[src/rtl/vector_mem_sequencer_pkg.sv]
// Shared definitions for the vector memory sequencer: lane count, default
// stride, lane-index type and the FSM state encoding.
package vector_mem_sequencer_pkg;

  localparam int NUM_LANES  = 5;
  localparam int STRIDE_DEF = 4;
  localparam int LANE_IDX_W = 3;

  typedef logic [LANE_IDX_W-1:0] lane_idx_t;

  localparam lane_idx_t LAST_LANE = lane_idx_t'(NUM_LANES - 1);

  typedef enum logic [1:0] {
    ST_IDLE = 2'b00,
    ST_BUSY = 2'b01,
    ST_DONE = 2'b10
  } seq_state_t;

endpackage

[src/rtl/vector_mem_sequencer_if.sv]
// Single-word data-memory port owned by the sequencer while a vector
// load/store is in flight. The memory read is combinational.
interface vector_mem_sequencer_if #(
  parameter int DATA_WIDTH = 32,
  parameter int ADDR_WIDTH = 32
);
  logic [ADDR_WIDTH-1:0] MemAddr;
  logic [DATA_WIDTH-1:0] MemWData;
  logic                  MemWE;
  logic [DATA_WIDTH-1:0] MemRData;

  modport master (
    output MemAddr,
    output MemWData,
    output MemWE,
    input  MemRData
  );

  modport slave (
    input  MemAddr,
    input  MemWData,
    input  MemWE,
    output MemRData
  );
endinterface

[src/rtl/vector_mem_sequencer_addr_gen.sv]
// Lane address generator: holds the word-aligned base address and the lane
// counter, and produces the current lane byte address plus a last-lane flag.
module vector_mem_sequencer_addr_gen
  import vector_mem_sequencer_pkg::*;
#(
  parameter int ADDR_WIDTH = 32,
  parameter int STRIDE     = STRIDE_DEF
) (
  input  logic                  clk,
  input  logic                  reset,
  input  logic                  load,
  input  logic [ADDR_WIDTH-1:0] base_in,
  input  logic                  advance,
  output logic [ADDR_WIDTH-1:0] addr,
  output lane_idx_t             lane,
  output logic                  last
);

  logic [ADDR_WIDTH-1:0] base_q;
  lane_idx_t             cnt_q;

  // Capture the aligned base on accept; step the lane counter while busy.
  always_ff @(posedge clk) begin
    if (reset) begin
      base_q <= '0;
      cnt_q  <= '0;
    end else if (load) begin
      base_q <= {base_in[ADDR_WIDTH-1:2], 2'b00};
      cnt_q  <= '0;
    end else if (advance) begin
      cnt_q  <= (cnt_q == LAST_LANE) ? '0 : cnt_q + lane_idx_t'(1);
    end
  end

  // Address arithmetic wraps naturally modulo 2^ADDR_WIDTH.
  always_comb begin
    addr = base_q + (ADDR_WIDTH'(cnt_q) * ADDR_WIDTH'(STRIDE));
    lane = cnt_q;
    last = (cnt_q == LAST_LANE);
  end

endmodule

[src/rtl/vector_mem_sequencer.sv]
// Vector memory sequencer: serialises a 5-lane vector store into single-word
// memory writes, or gathers 5 consecutive words into load lanes, stalling the
// core while it owns the memory port.
module vector_mem_sequencer
  import vector_mem_sequencer_pkg::*;
#(
  parameter int DATA_WIDTH = 32,
  parameter int ADDR_WIDTH = 32,
  parameter int STRIDE     = STRIDE_DEF
) (
  input  logic                    clk,
  input  logic                    reset,
  input  logic                    Start,
  input  logic                    IsStore,
  input  logic [ADDR_WIDTH-1:0]   BaseAddr,
  input  logic [DATA_WIDTH-1:0]   VecIn_0,
  input  logic [DATA_WIDTH-1:0]   VecIn_1,
  input  logic [DATA_WIDTH-1:0]   VecIn_2,
  input  logic [DATA_WIDTH-1:0]   VecIn_3,
  input  logic [DATA_WIDTH-1:0]   VecIn_4,
  vector_mem_sequencer_if.master  mem,
  output logic                    Stall,
  output logic                    Done,
  output logic                    LoadValid,
  output logic [DATA_WIDTH-1:0]   LoadData_0,
  output logic [DATA_WIDTH-1:0]   LoadData_1,
  output logic [DATA_WIDTH-1:0]   LoadData_2,
  output logic [DATA_WIDTH-1:0]   LoadData_3,
  output logic [DATA_WIDTH-1:0]   LoadData_4,
  output logic                    MisalignErr
);

  seq_state_t            state;
  logic                  is_store_q;
  logic                  misalign_q;
  logic                  done_q;
  logic                  load_valid_q;
  logic                  misalign_err_q;
  logic [DATA_WIDTH-1:0] lane_q [NUM_LANES];
  logic [DATA_WIDTH-1:0] load_q [NUM_LANES];
  logic [DATA_WIDTH-1:0] lane_wdata;
  logic [ADDR_WIDTH-1:0] lane_addr;
  lane_idx_t             lane;
  logic                  last;
  logic                  accept;
  logic                  busy;

  assign accept = (state == ST_IDLE) && Start;
  assign busy   = (state == ST_BUSY);

  vector_mem_sequencer_addr_gen #(
    .ADDR_WIDTH (ADDR_WIDTH),
    .STRIDE     (STRIDE)
  ) u_addr_gen (
    .clk     (clk),
    .reset   (reset),
    .load    (accept),
    .base_in (BaseAddr),
    .advance (busy),
    .addr    (lane_addr),
    .lane    (lane),
    .last    (last)
  );

  // Sequencer FSM: accept, walk the lanes, then a one-cycle completion pulse.
  always_ff @(posedge clk) begin
    if (reset) begin
      state          <= ST_IDLE;
      is_store_q     <= 1'b0;
      misalign_q     <= 1'b0;
      done_q         <= 1'b0;
      load_valid_q   <= 1'b0;
      misalign_err_q <= 1'b0;
      for (int i = 0; i < NUM_LANES; i++) begin
        lane_q[i] <= '0;
        load_q[i] <= '0;
      end
    end else begin
      done_q         <= 1'b0;
      load_valid_q   <= 1'b0;
      misalign_err_q <= 1'b0;
      case (state)
        ST_IDLE: begin
          if (Start) begin
            state      <= ST_BUSY;
            is_store_q <= IsStore;
            misalign_q <= |BaseAddr[1:0];
            lane_q[0]  <= VecIn_0;
            lane_q[1]  <= VecIn_1;
            lane_q[2]  <= VecIn_2;
            lane_q[3]  <= VecIn_3;
            lane_q[4]  <= VecIn_4;
          end
        end
        ST_BUSY: begin
          if (!is_store_q) begin
            for (int i = 0; i < NUM_LANES; i++) begin
              if (lane == lane_idx_t'(i)) load_q[i] <= mem.MemRData;
            end
          end
          if (last) begin
            state          <= ST_DONE;
            done_q         <= 1'b1;
            load_valid_q   <= !is_store_q;
            misalign_err_q <= misalign_q;
          end
        end
        ST_DONE: state <= ST_IDLE;
        default: state <= ST_IDLE;
      endcase
    end
  end

  // Select the captured store lane addressed by the lane counter.
  always_comb begin
    lane_wdata = '0;
    for (int i = 0; i < NUM_LANES; i++) begin
      if (lane == lane_idx_t'(i)) lane_wdata = lane_q[i];
    end
  end

  // Stall tracks Start while idle so the accepting cycle already holds the PC.
  always_comb begin
    case (state)
      ST_IDLE: Stall = Start;
      ST_BUSY: Stall = 1'b1;
      default: Stall = 1'b0;
    endcase
  end

  // Memory port drive; the write enable is killed by reset even mid-transfer.
  always_comb begin
    mem.MemAddr  = (state == ST_IDLE) ? BaseAddr : lane_addr;
    mem.MemWE    = busy && is_store_q && !reset;
    mem.MemWData = (busy && is_store_q) ? lane_wdata : '0;
  end

  assign Done        = done_q;
  assign LoadValid   = load_valid_q;
  assign MisalignErr = misalign_err_q;
  assign LoadData_0  = load_q[0];
  assign LoadData_1  = load_q[1];
  assign LoadData_2  = load_q[2];
  assign LoadData_3  = load_q[3];
  assign LoadData_4  = load_q[4];

endmodule

[src/flat_wrapper.sv]
// flat-port wrapper written by rule: the top's interface ports become plain ports
module vector_mem_sequencer_flat import vector_mem_sequencer_pkg::*;
#(
  parameter int DATA_WIDTH = 32,
  parameter int ADDR_WIDTH = 32,
  parameter int STRIDE     = STRIDE_DEF
)
  (clk, reset, Start, IsStore, BaseAddr, VecIn_0, VecIn_1, VecIn_2, VecIn_3, VecIn_4, Stall, Done, LoadValid, LoadData_0, LoadData_1, LoadData_2, LoadData_3, LoadData_4, MisalignErr, mem_MemAddr, mem_MemWData, mem_MemWE, mem_MemRData);
  vector_mem_sequencer_if #(.DATA_WIDTH(DATA_WIDTH), .ADDR_WIDTH(ADDR_WIDTH)) mem_i ();
  input  logic clk;
  input  logic reset;
  input  logic Start;
  input  logic IsStore;
  input  logic [ADDR_WIDTH-1:0] BaseAddr;
  input  logic [DATA_WIDTH-1:0] VecIn_0;
  input  logic [DATA_WIDTH-1:0] VecIn_1;
  input  logic [DATA_WIDTH-1:0] VecIn_2;
  input  logic [DATA_WIDTH-1:0] VecIn_3;
  input  logic [DATA_WIDTH-1:0] VecIn_4;
  output logic Stall;
  output logic Done;
  output logic LoadValid;
  output logic [DATA_WIDTH-1:0] LoadData_0;
  output logic [DATA_WIDTH-1:0] LoadData_1;
  output logic [DATA_WIDTH-1:0] LoadData_2;
  output logic [DATA_WIDTH-1:0] LoadData_3;
  output logic [DATA_WIDTH-1:0] LoadData_4;
  output logic MisalignErr;
  output wire logic [$bits(mem_i.MemAddr)-1:0] mem_MemAddr;
  output wire logic [$bits(mem_i.MemWData)-1:0] mem_MemWData;
  output wire logic [$bits(mem_i.MemWE)-1:0] mem_MemWE;
  input wire logic [$bits(mem_i.MemRData)-1:0] mem_MemRData;
  assign mem_MemAddr = mem_i.MemAddr;
  assign mem_MemWData = mem_i.MemWData;
  assign mem_MemWE = mem_i.MemWE;
  assign mem_i.MemRData = mem_MemRData;
  vector_mem_sequencer #(.DATA_WIDTH(DATA_WIDTH), .ADDR_WIDTH(ADDR_WIDTH), .STRIDE(STRIDE)) u_core (.clk(clk), .reset(reset), .Start(Start), .IsStore(IsStore), .BaseAddr(BaseAddr), .VecIn_0(VecIn_0), .VecIn_1(VecIn_1), .VecIn_2(VecIn_2), .VecIn_3(VecIn_3), .VecIn_4(VecIn_4), .mem(mem_i), .Stall(Stall), .Done(Done), .LoadValid(LoadValid), .LoadData_0(LoadData_0), .LoadData_1(LoadData_1), .LoadData_2(LoadData_2), .LoadData_3(LoadData_3), .LoadData_4(LoadData_4), .MisalignErr(MisalignErr));
endmodule
[config.mk]
export PLATFORM = sky130hd
export DESIGN_NAME = vector_mem_sequencer_flat
export DESIGN_NICKNAME = d
export VERILOG_FILES = /design/src/rtl/vector_mem_sequencer_pkg.sv /design/src/rtl/vector_mem_sequencer_if.sv /design/src/rtl/vector_mem_sequencer_addr_gen.sv /design/src/rtl/vector_mem_sequencer.sv /design/src/flat_wrapper.sv
export SDC_FILE = /design/constraint.sdc
export NUM_CORES = 1
export LEC_CHECK = 0
export BUFFER_PORTS_ARGS = -buffer_cell sky130_fd_sc_hd__buf_2
export CAP_MARGIN = 5
export CELL_PAD_IN_SITES_DETAIL_PLACEMENT = 1
export CELL_PAD_IN_SITES_GLOBAL_PLACEMENT = 1
export CORE_AREA = 2 2 227 229
export DETAILED_ROUTE_END_ITERATION = 16
export DIE_AREA = 0 0 229 231
export PLACE_DENSITY_LB_ADDON = 0.1
export SYNTH_ARGS = -nofsm -noshare
export SYNTH_HDL_FRONTEND = slang
export SYNTH_HIERARCHICAL = 1
export SYNTH_SLANG_ARGS = --single-unit
[constraint.sdc]
create_clock -name clk -period 6.5 [get_ports clk]
set_input_delay 0.975 -clock clk [delete_from_list [all_inputs] [get_ports clk]]
set_output_delay 0.975 -clock clk [all_outputs]
set_load 0.02 [all_outputs]
# Word-level counts from Yosys, hierarchy flattened
# Memories as Yosys holds them, arrays and structs flattened.
# Index checks and enable logic that the tools add are counted.
# totals
wordCells	97
memories	2
ff_bits	40
ramBits	320
in_bits	228
# memory_table
name	depth	word_bits	rd	rd_clocked_by_memory_dff	write_ports	line	rtl
u_core.lane_q	5	32	5	0	5	vector_mem_sequencer.sv:39	logic [DATA_WIDTH-1:0] lane_q [NUM_LANES];
u_core.load_q	5	32	5	0	5	vector_mem_sequencer.sv:40	logic [DATA_WIDTH-1:0] load_q [NUM_LANES];
# classes
n_bitwise	12
eq_ne	7
reduce_logical	13
n_addsub	2
mux	53
# ops
operator	n
$mux 32	17
$add 32x5->32	1
$mux 1	31
$or 1x1->1	10
$eq 3x2->1 const B	2
$reduce_or 2->1	3
$mux 2	2
$pmux 2 s2	1
$reduce_and 2->1	2
$add 3x1->3 const B	1
$eq 3x1->1 const B	1
$eq 3x3->1 const B	1
$logic_and 1x1->1	3
$logic_not 3->1	1
$mux 3	1
$reduce_or 3->1	1
$eq 2x1->1 const B	1
$logic_not 1->1	2
$logic_not 2->1	1
$ne 2x1->1 const B	1
$ne 2x2->1 const B	1
$not 1->1	2
$pmux 1 s2	1

# Depth between registers and ports, before layout
# Gate-level depths: netlist (run 1).
# depth
depth_word	7
mapped_depth	8
ltp_nobuf	8

# Cells and area by module
# Netlist (run 1), hierarchy kept.
# modules_own_cells
mod	cells_each	instances	area_each_um2
vector_mem_sequencer	833	1	13161.4
vector_mem_sequencer_addr_gen	200	1	1846.8

# Worst setup path after synthesis (run 1)
# No wires, ideal clock.
# synth_path
kind	input-to-reg
start	input Start
end	memory u_core.lane_q[0][0] (enable)
setup_ps	453
required_ps	6047
arrival_ps	3234
path_buffers	0
cell_stages	2
slack_ps	2813
path_cell_list	nor3b_4 > or2_2
# synth_lines
item	line	rtl
from (decl)	flat_wrapper.sv:12	input logic Start;
to (decl)	vector_mem_sequencer.sv:39	

# Worst setup path in the final report (run 1)
# layout_path
start	register u_core.u_addr_gen.cnt_q[2], in the netlist u_core/u_addr_gen/lane[2]
end	output mem_MemAddr[25]
# layout_between
elab_chain_len	2
# layout_rtl
item	line	rtl
from (decl)	vector_mem_sequencer_addr_gen.sv:20	lane_idx_t cnt_q;
from (signal assigned)	vector_mem_sequencer_addr_gen.sv:31	cnt_q <= (cnt_q == LAST_LANE) ? '0 : cnt_q + lane_idx_t'(1);
$add 32x5->32	vector_mem_sequencer_addr_gen.sv:37	addr = base_q + (ADDR_WIDTH'(cnt_q) * ADDR_WIDTH'(STRIDE));
via u_core.lane_addr[25]	vector_mem_sequencer.sv:42	logic [ADDR_WIDTH-1:0] lane_addr;
$mux 32	vector_mem_sequencer.sv:133	mem.MemAddr = (state == ST_IDLE) ? BaseAddr : lane_addr;
to (decl)	flat_wrapper.sv:29	output wire logic [$bits(mem_i.MemAddr)-1:0] mem_MemAddr;
# The timed path passes the listed nets, and every way through them passes these cells.

==> results of run 1 <==
## cell type report
| class | instances | area [µm²] | area share, % |
|---|---|---|---|
| timing repair buffer | 467 | 2380 | 12.4 |
| tap | 680 | 851 | 4.43 |
| multi-input combinational | 605 | 4220 | 22.0 |
| clock buffer | 56 | 1120 | 5.86 |
| antenna | 2 | 5.00 | 0.0261 |
| inverter | 4 | 15.0 | 0.0783 |
| sequential | 360 | 10400 | 54.3 |
| clock inverter | 21 | 178 | 0.926 |
## placed cells by master (no fill, tap or decap), drive strengths merged, types with 3 or more instances in the layout
cell | Yosys | final
a211oi | 3 | 3
a21o | 3 | 3
and2 | 197 | 197
and3 | 4 | 4
and3b | 3 | 3
and4 | 5 | 5
buf | 33 | 467
clkbuf | 32 | 56
clkinv | 0 | 18
dfxtp | 40 | 40
edfxtp | 320 | 320
ha | 5 | 5
inv | 4 | 5
mux2 | 32 | 32
mux2i | 63 | 63
nand2 | 43 | 43
nand3 | 11 | 11
nand4 | 5 | 5
nor2 | 108 | 108
nor3 | 3 | 3
nor3b | 3 | 3
o21ai | 3 | 3
o221a | 32 | 32
o22ai | 31 | 31
or2 | 3 | 3
xnor2 | 21 | 21
xor2 | 6 | 6
## Yosys cell counts (3+ instances only)
master    instances
nand3_1          10
and3b_1           3
clkbuf_1         32
and3_1            4
o22ai_1          31
nor3_1            3
nand2_1          42
mux2_2           32
ha_1              5
o221a_2          32
buf_6            13
a211oi_1          3
and2_1          196
mux2i_1          63
edfxtp_1        320
nor2_1          107
a21o_1            3
nand4_1           5
buf_4             7
dfxtp_1          40
inv_1             4
xor2_1            6
and4_1            3
or2_2             3
buf_2            11
xnor2_1          21
## routing by layer
metal	GRT usage (%)	vias up	part of all wire, %	wire, µm
met4	4.53	12	2.2	1020
li1	-	4643	-	-
met3	4.72	76	6.5	3020
met1	20.6	4857	41	18900
met5	0	-	0.17	79
met2	29.8	314	50	23300
## cell families (layout without fill, tap and decap cells)
| group | count (synthesis) | in the layout | share of synthesized area (%) |
|---|---|---|---|
| buf+inv | 69 | 548 | 2.72 |
| other cells | 1 | 4 | 0.0250 |
| fa+ha+maj | 6 | 6 | 0.550 |
| flops | 360 | 360 | 69.4 |
| compound gates | 81 | 81 | 4.62 |
| xor+xnor | 27 | 27 | 1.58 |
| simple gates | 394 | 394 | 14.5 |
| mux | 95 | 95 | 6.60 |
## sequential cells by signal, indices dropped and copies added (netlist names)
name                      count
u_core/misalign_q             1
u_core/Done                   1
u_core/MisalignErr            1
u_core/is_store_q             1
u_core/LoadValid              1
u_core/lane_q               160
u_core/u_addr_gen/lane        3
u_core/state                  2
u_core/u_addr_gen/base_q     30
u_core/load_q               160
## worst max path at each step
| stage | endpoint | start | slack, ns | cells after the start |
|---|---|---|---|---|
| final | mem_MemAddr[25] | u_core/u_addr_gen/lane[2] | 2.02 | 8 |
| after global routing | mem_MemAddr[25] | u_core/u_addr_gen/lane[2] | 1.69 | 8 |
| after CTS | mem_MemAddr[25] | u_core/u_addr_gen/lane[2] | 1.83 | 8 |
| after detailed placement | mem_MemAddr[25] | u_core/u_addr_gen/lane[2] | 2.48 | 8 |
| after global placement | mem_MemAddr[25] | u_core/u_addr_gen/lane[2] | 2.61 | 8 |
| after floorplan | u_core/lane_q[0][0] | Start | 2.81 | 2 |
## through the flow
step                hold WS (ns)  cell area [µm²]  cells  util (%)
detailed placement         0.451            17900   2116      35.3
CTS                        0.487            19200   2193      37.8
global route               0.516            19200   2194      37.9
floorplan                  0.431            15000   1034         -
global placement           0.445            17900   2116      35.3
finish                     0.482            19200   2195      37.9
## power by group through the flow
stage / Clock (µW) / Combinational, µW / Sequential (µW)
floorplan: 0 / 245 / 2850
global placement: 0 / 556 / 2780
detailed placement: 0 / 556 / 2790
CTS: 2330 / 558 / 2740
global route: 2410 / 588 / 2750
finish: 2250 / 543 / 2740
==> run metrics, run 1 <==
grt total ovfl 0; Synth cell types 52; switch share 24.4%; vias in the first global route 10300; PwrDens slightly below 300 nW/µm²; clock latency on the worst-skew pair 0.58 ns; CP Buf/Inv Count 1; CP cell instances ha_1 > o21ai_1 > nor2_1 > nor3b_4 > nand4_1 > xnor2_1 > mux2_2 > buf_2; initial core utilization 29.6%; Area Growth Syn to Fin 27.8%; GRT Total Usage 17.0%; Max Slew Vio Count 0; internal power 4180 µW; Die H 231 µm; register bit total from synthesis 360; total power between 5000 and 6000 µW; Worst slew margin 24.5%; Core Area 50700 µm²; WHS Path Cells 1; share of the synthesized area in the top cell type 64.0%; RePlAce Congestion about 0.80; Final Hold Violating Endpoints 0; endpoint class of the critical path output pin; post-CTS setup buffer count 0; DR pass1 iterations 4; drt drc 0; CTS Buffer Depth 3; R2R depth 4; Slew @ Worst Pin 1.13 ns; Data required, critical path 5.52 ns; drt total wl 46.3 mm; Leakage around 0.0080 µW; Post-synth top flop edfxtp_1; maximum vdd drop between 0.00015 and 0.0002 V; Root Driver clkbuf_16; cts repair resizes 0; max-cap violation count 0; crit path kind reg -> out; Hold Buf Count CTS 0; data arrival time of the worst path 3.51 ns; Tmin final around 4.5 ns; worst flop-to-flop path startpoint u_core/u_addr_gen/lane[0]; CTS Buf Count 43; fin crit share about 69%; vias per cell 4.51; first-pass GRT wire length 67.4 mm; Crit path max-delay family flip-flops; Initial DRC Count 382; syn_area_per_cell 14.5 µm²; skew final 0.0266 ns; Routed Antenna Nets 0; IO buf count 456; worst hold path class reg -> reg; Hold EP u_core/MisalignErr; Setup-failing EPs final 0; Die Footprint approximately 53000 µm²; Fmax 0.223 GHz; dominant cells by area after synthesis edfxtp_1 (64%), and2_1 (8.2%), dfxtp_1 (5.3%); nets 1715; Setup TNS 0 ns; initial antenna violation count 9; r2r endpoint u_core/load_q[0][129]; htree depth 2; largest net degree at the start of global routing ~160; number of flops mapped to enable cells by yosys 320; # IOs 457; Gate power share around a tenth; CTS sink count between 300 and 400; Clock Power Share 40.6%; HPWL after detailed placement 32.0 mm; dpl ws 2.48 ns; HP Start u_core/misalign_q; average routed wire per standard cell ~21 µm; post-synthesis sequential area ratio 69.4%; die width 229 µm; Largest stage delay, worst path ~0.99 ns; share of layout cells above drive strength 1 40.0%; CTS tree done; post-synthesis instance total 1033; Worst-path clk slew 0.06 ns; Reg2Reg Setup Slack between 3 and 4 ns; FP Rows 83; Worst path slowest cell dfxtp_2; net load switching power 1350 µW; Mapped Area 15000 µm²; yosys warns 6; FFs w/ async S/R, synth 0%; setup ws final between 2 and 2.5 ns; Fillers 5539; unrepaired setup endpoints after global routing no; Reg power frac 49.5%; vias after detailed routing ~10000; Critical Path Source Type flop; status finished clean; Synth area leader edfxtp_1; Crit Path Max Fanout 44
Note: power is estimated with default switching activity, not from simulation.
==> run 2, diff against run 1 <==
- ABC_AREA: default -> 1
- CORE_AREA: 2 2 227 229 -> 2 2 232 234
- DIE_AREA: 0 0 229 231 -> 0 0 234 236
- clock period: 6.5 -> 4.7 ns (I/O delays scaled with it)
==> run 2 against run 1 <==
  * Synthesized cell count rose by 43%
  * Final cell count rose by 21%
  * Worst hold slack got worse by 0.11 ns
  * Total power rose by 40%
  * Global-route usage rose by 1.1 points
  * Core utilization fell by 0.38 points
  * Area after synthesis rose by 4.2%
  * Final area rose by 3.7%
  * Non-clock buffer count rose by 6
  * Flip-flop and latch count did not move
  * Sequential share of layout area fell by 1.9 points
  * Highest routed layer unchanged
==> run metrics, run 2 <==
Initial DRC Count 579 (+52%); share of the synthesized area in the top cell type 61.5% (-2.6 points); most common cell after layout, fill and taps aside buf_2; Synth cell types 38 (-27%); Worst slew margin 28.7% (+4.2 points); vias per cell 4.47 (-0.92%); drt drc 0 (unchanged); CTS Buf Count 42 (-2.3%); Die H 236 µm (+2.2%); number of flops mapped to enable cells by yosys 320 (unchanged); skew final 0.0173 ns (-0.00929 ns); Post-synth top cells nor2_1 (342), edfxtp_1 (320), inv_1 (217); FP Rows 85 (+2.4%); biggest regs u_core/lane_q x160, u_core/load_q x160, u_core/u_addr_gen/base_q x30; maximum vdd drop 0.000194 V (+2.3%); vias in the first global route 12300 (+20%); initial core utilization 29.5% (-0.15 points); Worst Hold Slack 0.370 ns (-0.111 ns); cts repair resizes 0 (unchanged); post-synthesis instance total 1476 (+43%); endpoint class of the critical path output pin; clock latency on the worst-skew pair 0.57 ns (about the same); FF+latch area 10400 µm² (about the same); drt total wl 51.0 mm (+10%); Die Footprint 55200 µm² (+4.4%); DR pass1 iterations 4 (unchanged); HPWL after detailed placement 36.3 mm (+13%); Synth area leader edfxtp_1; worst hold path class in -> reg; Worst-path clk slew 0.06 ns (about the same); final std cells w/o fill 2656 (+21%); Core Area 53100 µm² (+4.7%); post-synthesis sequential area ratio 66.6% (-2.8 points); Tmin final 3.90 ns; Final Hold Violating Endpoints 0 (unchanged); post-CTS setup buffer count 0 (unchanged); data arrival time of the worst path 3.20 ns (-0.31 ns); Crit Path Max Fanout 40 (-9.1%); GRT Total Usage 18.1% (+1.1 points); most frequent cells in the layout buf_2 (456), nor2_1 (342), edfxtp_1 (320); htree depth 2 (unchanged); Fillers 6054 (+9.3%); Hold Buf Count CTS 0 (unchanged); total power 7760 µW (+40%); RePlAce Congestion 0.814 (+2.3%); most numerous cell in the Yosys netlist nor2_1; Slew @ Worst Pin 1.07 ns (-0.0629 ns); PwrDens 390 nW/µm² (+35%); vias after detailed routing 11900 (+20%); grt total ovfl 0 (unchanged); Leakage 0.00928 µW (+16%); status finished clean; max-cap violation count 0 (unchanged); dominant cells by area after synthesis edfxtp_1 (61%), nor2_1 (8.2%), inv_1 (5.2%); first-pass GRT wire length 75.3 mm (+12%); Setup-failing EPs final 0 (unchanged); CTS sink count 360 (unchanged); share of layout cells above drive strength 1 30.3% (-9.6 points); Fmax ~0.26 GHz; initial antenna violation count 10 (+1); Area Growth Syn to Fin 27.2%; crit path kind reg -> out; average routed wire per standard cell 19.2 µm (-9.1%); register bit total from synthesis 360 (unchanged); nets 2157 (+26%); Data required, critical path 3.99 ns (-1.53 ns); IO buf count 456 (unchanged); CTS Buffer Depth 3 (unchanged); CTS tree done; Routed Antenna Nets 0 (unchanged); # IOs 457 (unchanged); Placed Instances 2575 (+22%); yosys warns 6 (unchanged); Critical Path Source Type flop; Root Driver clkbuf_16; Mapped Area 15600 µm² (+4.2%); syn_area_per_cell 10.6 µm² (-27%); FFs w/ async S/R, synth 0% (unchanged); area of the multi-input gates 4050 µm² (-4.0%); unrepaired setup endpoints after global routing no; Post-synth top flop edfxtp_1; fin crit share roughly 83%; largest net degree at the start of global routing 162 (+0.62%); Setup TNS 0 ns (unchanged); die width 234 µm (+2.2%); Max Slew Vio Count 0 (unchanged)
## run 2: cell count changes after synthesis, sizes merged, moves of 25 or more
cell	before	now
inv	4	221
o21ai	3	68
nand3	11	108
nand4	5	32
and2	197	1
mux2i	63	0
o221a	32	0
nor2	108	356
o22ai	31	1
nand2	43	175
buf	33	58
## run 2: final timing paths
kind | from | endpoint | slack (ns) | cells past startpoint
max | u_core/u_addr_gen/lane[1] | mem_MemWData[0] | 0.80 | 7
min | BaseAddr[7] | u_core/u_addr_gen/base_q[7] | 0.37 | 3
max reg2reg | u_core/u_addr_gen/lane[1] | u_core/load_q[0][117] | 1.57 | 5
min reg2reg | u_core/misalign_q | u_core/MisalignErr | 0.45 | 2
## run 2: cell type report
cell class / instances / share of cell area (%)
antenna: 6 / 0.0755
clock buffer: 52 / 5.47
clock inverter: 23 / 1.03
inverter: 222 / 4.19
multi-input combinational: 824 / 20.4
sequential: 360 / 52.4
tap: 696 / 4.38
timing repair buffer: 473 / 12.1
## run 2: worst max-delay path, stage by stage, from the launching register on
cell     delay, ns
dfxtp_2       1.02
nand2_1       0.21
nor2_4        0.76
nand2_1       0.12
nand2_1       0.10
nor2_1        0.05
nor2_1        0.09
buf_2         0.18
## run 2: cells by family after synthesis
kind of cell    Yosys count  share of synthesized area [%]
simple gates            691                           19.1
flops                   360                           66.6
buf+inv                 293                           8.07
compound gates           80                           2.70
mux                      32                           2.30
xor+xnor                 13                          0.728
fa+ha+maj                 6                          0.528
other cells               1                         0.0240
## run 2: report_power, final
part | switching (µW) | internal, µW | total [µW]
combinational | 572 | 272 | 844
clock | 1330 | 1760 | 3100
sequential | 87.5 | 3730 | 3820
total | 1990 | 5770 | 7760
## run 2: layer usage
metal / vias up / wire length (µm) / GRT usage [%]
met3: 72 / 3060 / 4.65
li1: 5727 / - / -
met2: 307 / 25200 / 31.2
met5: - / 59 / 0
met1: 5756 / 21600 / 22.4
met4: 10 / 1060 / 4.72
## run 2: per-stage QoR
stage | util [%] | setup WS, ns | instance area, µm²
finish | 37.5 | 0.799 | 19900
global route | 37.5 | 0.454 | 19900
CTS | 37.4 | 0.700 | 19900
detailed placement | 35.0 | 1.34 | 18600
global placement | 35.0 | 1.38 | 18600
floorplan | - | 0.945 | 15600
